File: src/rtl/al422_bam_pkg.sv
// Shared types and defaults for the AL422 BAM plane sequencer.
// The optional frame-sync stall is enabled by defining AL422_BAM_SEQ_VSYNC_EN.
package al422_bam_pkg;

  localparam int DEF_BITS_IN_COUNTER = 3;
  localparam int DEF_ROW_BITS        = 4;
  localparam int DEF_LATCH_WIDTH     = 2;
  localparam int NPLANES             = 1 << DEF_BITS_IN_COUNTER;
  localparam int NROWS               = 1 << DEF_ROW_BITS;

  typedef enum logic [2:0] {
    IDLE     = 3'd0,
    SH_START = 3'd1,
    SH_ACK   = 3'd2,
    SH_WAIT  = 3'd3,
    OE_WAIT  = 3'd4,
    LATCH    = 3'd5,
    OE_START = 3'd6,
    VS_WAIT  = 3'd7
  } state_t;

endpackage

File: src/rtl/al422_bam_plane_counter.sv
// Row/plane counter for the pair being shifted; the plane field is the inner loop.
// Used by al422_bam_plane_sequencer (see AL422_BAM_SEQ_VSYNC_EN there).
module al422_bam_plane_counter
  import al422_bam_pkg::*;
#(
  parameter int BITS_IN_COUNTER = DEF_BITS_IN_COUNTER,
  parameter int ROW_BITS        = DEF_ROW_BITS
) (
  input  logic                       in_clk,
  input  logic                       in_nrst,
  input  logic                       advance,
  input  logic                       clear,
  output logic [ROW_BITS-1:0]        row,
  output logic [BITS_IN_COUNTER-1:0] plane,
  output logic                       frame_end
);

  localparam int PW = ROW_BITS + BITS_IN_COUNTER;

  logic [PW-1:0] pair_r;

  // Concatenated {row, plane} counter: a plane carry bumps the row, and the whole pair wraps naturally
  always_ff @(posedge in_clk or negedge in_nrst) begin
    if (!in_nrst) begin
      pair_r <= {PW{1'b0}};
    end else if (clear) begin
      pair_r <= {PW{1'b0}};
    end else if (advance) begin
      pair_r <= pair_r + {{(PW-1){1'b0}}, 1'b1};
    end
  end

  assign row       = pair_r[PW-1:BITS_IN_COUNTER];
  assign plane     = pair_r[BITS_IN_COUNTER-1:0];
  assign frame_end = &pair_r;

endmodule

File: src/rtl/al422_bam_plane_sequencer.sv
// BAM (row, plane) sequencer: shifts the next plane while the current one is shown, then latches and starts OE.
// Define AL422_BAM_SEQ_VSYNC_EN to add the vsync input and hold between frames until a frame sync.
module al422_bam_plane_sequencer
  import al422_bam_pkg::*;
#(
  parameter int BITS_IN_COUNTER = DEF_BITS_IN_COUNTER,
  parameter int ROW_BITS        = DEF_ROW_BITS,
  parameter int LATCH_WIDTH     = DEF_LATCH_WIDTH
) (
  input  logic                       in_clk,
  input  logic                       in_nrst,
  input  logic                       enable,
  output logic                       shifter_start,
  input  logic                       shifter_busy,
  output logic [ROW_BITS-1:0]        shift_row,
  output logic [BITS_IN_COUNTER-1:0] shift_bit,
  output logic                       oe_start,
  input  logic                       oe_busy,
  output logic [BITS_IN_COUNTER-1:0] bit_counter,
  output logic [ROW_BITS-1:0]        row_addr,
  output logic                       led_lat,
`ifdef AL422_BAM_SEQ_VSYNC_EN
  input  logic                       vsync,
`endif
  output logic                       frame_done
);

  localparam int LCW = (LATCH_WIDTH > 1) ? $clog2(LATCH_WIDTH) : 1;
  localparam logic [LCW-1:0] LATCH_LAST = LCW'(LATCH_WIDTH - 1);

  state_t         state_r;
  state_t         state_s;
  logic [LCW-1:0] latch_cnt_r;
  logic           frame_end_s;
  logic           advance_s;
  logic           clear_s;

  al422_bam_plane_counter #(
    .BITS_IN_COUNTER(BITS_IN_COUNTER),
    .ROW_BITS       (ROW_BITS)
  ) u_shift_cnt (
    .in_clk   (in_clk),
    .in_nrst  (in_nrst),
    .advance  (advance_s),
    .clear    (clear_s),
    .row      (shift_row),
    .plane    (shift_bit),
    .frame_end(frame_end_s)
  );

`ifdef AL422_BAM_SEQ_VSYNC_EN
  logic vs_flag_r;

  // Remember a frame sync that arrives before the frame has finished
  always_ff @(posedge in_clk or negedge in_nrst) begin
    if (!in_nrst) begin
      vs_flag_r <= 1'b0;
    end else if (((state_r == VS_WAIT) && (state_s != VS_WAIT)) ||
                 ((state_s == IDLE) && (state_r != IDLE))) begin
      vs_flag_r <= 1'b0;
    end else if (vsync) begin
      vs_flag_r <= 1'b1;
    end
  end
`endif

  // Next-state logic for the start/busy handshake with the shifter and OE processor
  always_comb begin
    state_s = state_r;
    case (state_r)
      IDLE:     if (enable) state_s = SH_START; else state_s = IDLE;
      SH_START: state_s = SH_ACK;
      SH_ACK:   state_s = SH_WAIT;
      SH_WAIT:  if (!shifter_busy) state_s = OE_WAIT; else state_s = SH_WAIT;
      OE_WAIT:  if (!oe_busy) state_s = LATCH; else state_s = OE_WAIT;
      LATCH:    if (latch_cnt_r == LATCH_LAST) state_s = OE_START; else state_s = LATCH;
      OE_START: begin
        if (!enable) state_s = IDLE;
`ifdef AL422_BAM_SEQ_VSYNC_EN
        else if (frame_end_s) state_s = VS_WAIT;
`endif
        else state_s = SH_START;
      end
`ifdef AL422_BAM_SEQ_VSYNC_EN
      VS_WAIT:  if (vsync || vs_flag_r) state_s = SH_START; else state_s = VS_WAIT;
`else
      VS_WAIT:  state_s = IDLE;
`endif
      default:  state_s = IDLE;
    endcase
  end

  assign advance_s = (state_r == OE_START);
  assign clear_s   = (state_r == OE_START) && (state_s == IDLE);

  // State register and latch-width counter
  always_ff @(posedge in_clk or negedge in_nrst) begin
    if (!in_nrst) begin
      state_r     <= IDLE;
      latch_cnt_r <= {LCW{1'b0}};
    end else begin
      state_r     <= state_s;
      latch_cnt_r <= (state_r == LATCH) ? latch_cnt_r + LCW'(1) : {LCW{1'b0}};
    end
  end

  // Registered strobes decoded from the next state; display pair captured on LATCH entry
  always_ff @(posedge in_clk or negedge in_nrst) begin
    if (!in_nrst) begin
      shifter_start <= 1'b0;
      oe_start      <= 1'b0;
      led_lat       <= 1'b0;
      frame_done    <= 1'b0;
      row_addr      <= {ROW_BITS{1'b0}};
      bit_counter   <= {BITS_IN_COUNTER{1'b0}};
    end else begin
      shifter_start <= (state_s == SH_START);
      oe_start      <= (state_s == OE_START);
      led_lat       <= (state_s == LATCH);
      frame_done    <= (state_s == OE_START) && frame_end_s;
      if ((state_r == OE_WAIT) && (state_s == LATCH)) begin
        row_addr    <= shift_row;
        bit_counter <= shift_bit;
      end
    end
  end

endmodule

File: config.mk
export PLATFORM = sky130hd
export DESIGN_NAME = al422_bam_plane_sequencer
export DESIGN_NICKNAME = d
export VERILOG_FILES = /design/src/rtl/al422_bam_pkg.sv /design/src/rtl/al422_bam_plane_counter.sv /design/src/rtl/al422_bam_plane_sequencer.sv
export SDC_FILE = /design/constraint.sdc
export NUM_CORES = 1
export LEC_CHECK = 0
export CAP_MARGIN = 5
export CORE_ASPECT_RATIO = 0.8
export CORE_MARGIN = 2
export CORE_UTILIZATION = 48
export DETAILED_ROUTE_END_ITERATION = 12
export GPL_ROUTABILITY_DRIVEN = 0
export GPL_TIMING_DRIVEN = 0
export PLACE_DENSITY = 0.77
export SETUP_SLACK_MARGIN = 0.2
export SYNTH_ARGS = -nofsm -noshare
export SYNTH_HDL_FRONTEND = slang
export SYNTH_SLANG_ARGS = --single-unit
File: constraint.sdc
create_clock -name in_clk -period 1.53 [get_ports in_clk]
set_input_delay 0.306 -clock in_clk [delete_from_list [all_inputs] [get_ports in_clk]]
set_output_delay 0.306 -clock in_clk [all_outputs]
set_load 0.005 [all_outputs]
==> results_dict.tcl <==
set metrics [dict create \
    outcome "finished, final reports clean" \
    switching_share_pct 33.8 \
    use_met3_pct 5.44 \
    synth_nets 91 \
    dr.pass1.iters 4 \
    grt_max_degree 23 \
    ys_ff_latch 22 \
    end_kind "flip-flop" \
    clkTransAtPathRegs_ns 0.12 \
    hold_class "in2async" \
    vdd_ir_drop_max_uv 1060 \
    ys_types 34 \
    syn_area_mm2 0.00101 \
    core_mm2 0.00194 \
    io_pins 23 \
    diodes 0 \
    slew_viol_final 0 \
    cts_buffers 3 \
    powerDensity_mw_per_mm2 1620 \
    pwr-share-comb_pct 48.3 \
    setup_viol 0 \
    antenna_found_initial 0 \
    start_util_pct 52.1 \
    rrSetupSlack_ns 0.15 \
    fin_hold_ws_ns 0.141 \
    met2_usage_pct 33.3 \
    post_synth_inst_count 85 \
    p_leak_nw 0.706 \
    die_x_um 55.4 \
    htree_num_levels 1 \
    yosysMostFrequentCell "dfrtp_1" \
    r2r_start "u_shift_cnt.pair_r[2]" \
    finalHoldViolCount 0 \
    worst_pin_slew_ns 0.995 \
    period_needed_ns 1.38 \
    grt_pass1_wl_um 4190 \
    grt_use_met1_pct 34.4 \
    ys_seq_area_share_pct 54.3 \
    syn_to_final_growth_pct 45.1 \
    yosysWarnings 0 \
    critPathRequiredTime_ns 1.73 \
    cts_num_sinks 22 \
    crit_type "reg2reg" \
    cap_viol_max_count 0 \
    dp_hpwl_um 1390 \
    clock_power_share_pct 11.3 \
    cts_max_path_buffers 2 \
    globalRoute.totalOverflow 0 \
    synth_top_cell_area_share_pct 54.3 \
    p_switching_mw 0.803 \
    grt_pass1_vias 790 \
    ff2ff_path_depth 4 \
    worst_setup_path_start_kind "flip-flop" \
    finalCritPeriodShare_pct 90.2 \
    first_iter_violations 41 \
    nFillCells 134 \
    rows 14 \
    fin_nets 132 \
    route.vias.total 836 \
    layout-drive-gt1-share_pct 35.2 \
    synth_enable_flop_cells 0 \
    relSlewSlack_pct 33.6 \
    wl_per_cell_um 16.3 \
    insertion_delay_ns 0.31 \
    async_flop_share_pct 100 \
    arrival_ns 1.58 \
    vias_per_cell 5.61 \
    die_h_um 45.1 \
    ys_top_cells_by_count "dfrtp_1 (22), nand2_1 (11), mux2_2 (7), nand2b_1 (5), o21ai_0 (4)" \
    worst-path-max-fanout 6 \
    gr-usage-all-layers_pct 22.6 \
    drt_wl_total_um 2430 \
    r2r_end "u_shift_cnt.pair_r[5]" \
    holdBufCountCts 0 \
    synth_ff_type "dfrtp_1" \
    rsz0062_at_grt "true" \
    synth_area_leaders "dfrtp_1 (54%), mux2_2 (7.8%), nand2_1 (4.1%)" \
    gr-max-usage-layer "met1" \
    route.detailed.drc 0 \
    cts-root-buf "clkbuf_4" \
    p_seq_share_pct 40.4 \
    p_int_mw 1.58 \
    total_power_mw 2.38 \
    cts_tree "done" \
    avgSynthCellArea_um2 11.9 \
    port_buffers 22 \
    setup-tns-final_ns 0 \
    antenna_left 0 \
    synth_area_leader_cell "dfrtp_1" \
    finClkSkew_ns 0.00850 \
    max_freq_mhz 725 \
    die_area_mm2 0.00250 \
]
## routing by layer
layer,up-vias,share of wire (%)
met5,-,0
met2,28,42
li1,385,-
met4,0,0.37
met1,421,52
met3,2,5.3
## final cells by class
type | count | area, µm² | share of cell area, %
multi-input combinational | 58 | 492 | 33.4
sequential | 22 | 559 | 38.0
timing repair buffer | 36 | 339 | 23.1
clock buffer | 4 | 26.3 | 1.79
tap | 24 | 30.0 | 2.04
buffer | 2 | 12.5 | 0.851
inverter | 3 | 11.3 | 0.766
## state kept, by name (all words and copies together) (netlist names)
signal	cells
frame_done	1
shifter_start	1
row_addr	4
state_r	3
u_shift_cnt.pair_r	7
oe_start	1
latch_cnt_r	1
bit_counter	3
led_lat	1
## cells by family (layout without fill, tap and decap cells)
family / count (synthesis) / in the layout / share of synthesized area [%]
AOI/OAI and AO/OA: 13 / 13 / 9.38
adders and majority gates: 2 / 2 / 2.35
muxes: 7 / 7 / 7.78
buffers and inverters: 5 / 45 / 2.22
and+or+nand+nor: 36 / 36 / 24.0
DFF: 22 / 22 / 54.3
## worst max-delay path, stage by stage, from the launching register on
cell and delay, ns:
dfrtp_2 0.45, buf_6 0.14, and3_4 0.19, and3_1 0.19
a221o_1 0.31
## through the flow
| step | setup WS [ns] | util (%) | instances | instance area (µm²) |
|---|---|---|---|---|
| 5_1_grt | 0.111 | 75.6 | 149 | 1470 |
| 3_5_place_dp | -0.138 | 65.2 | 131 | 1270 |
| 6_report | 0.150 | 75.6 | 149 | 1470 |
| 3_3_place_gp | -0.119 | 65.2 | 131 | 1270 |
| 4_1_cts | 0.180 | 75.0 | 149 | 1460 |
| 2_1_floorplan | 0.194 | - | 85 | 1020 |
## power by group through the flow
| stage | clock, mW | combinational (mW) | sequential [mW] |
|---|---|---|---|
| after floorplan | 0 | 0.410 | 1.00 |
| after global placement | 0 | 0.816 | 1.02 |
| after detailed placement | 0 | 0.832 | 1.03 |
| after CTS | 0.281 | 1.12 | 0.954 |
| after global routing | 0.310 | 1.25 | 0.988 |
| final | 0.269 | 1.15 | 0.962 |
## cells in the final DEF (no fill, tap or decap), types with 2 or more instances in the layout
master / netlist / layout
clkbuf_4: 0 / 3
dfrtp_1: 22 / 15
nor2_1: 2 / 2
dfrtp_2: 0 / 7
dlygate4sd2_1: 0 / 11
mux2_4: 0 / 7
clkdlybuf4s15_1: 0 / 6
and3_1: 3 / 2
clkdlybuf4s50_1: 0 / 3
nor3_1: 2 / 2
buf_4: 1 / 11
inv_1: 2 / 2
nand2_1: 11 / 11
a221o_1: 2 / 2
buf_6: 0 / 4
nand3_1: 2 / 2
o21ai_0: 4 / 4
nand2b_1: 5 / 5
## timing repair
action                     in CTS  in global routing
pin swaps                       4                  1
resized for setup              39                  9
buffers inserted               14                  0
setup endpoints to repair      28                 40
## how the worst max path moves through the flow
stage          depth (start not counted)               endpoint                   from
2_1_floorplan                          3         bit_counter[0]             state_r[1]
4_1_cts                                4  u_shift_cnt.pair_r[6]  u_shift_cnt.pair_r[6]
3_3_place_gp                           4  u_shift_cnt.pair_r[5]                 enable
5_1_grt                                5  u_shift_cnt.pair_r[4]  u_shift_cnt.pair_r[1]
6_report                               4  u_shift_cnt.pair_r[5]  u_shift_cnt.pair_r[2]
3_5_place_dp                           4  u_shift_cnt.pair_r[5]                 enable
(Power assumes the default switching activity.)
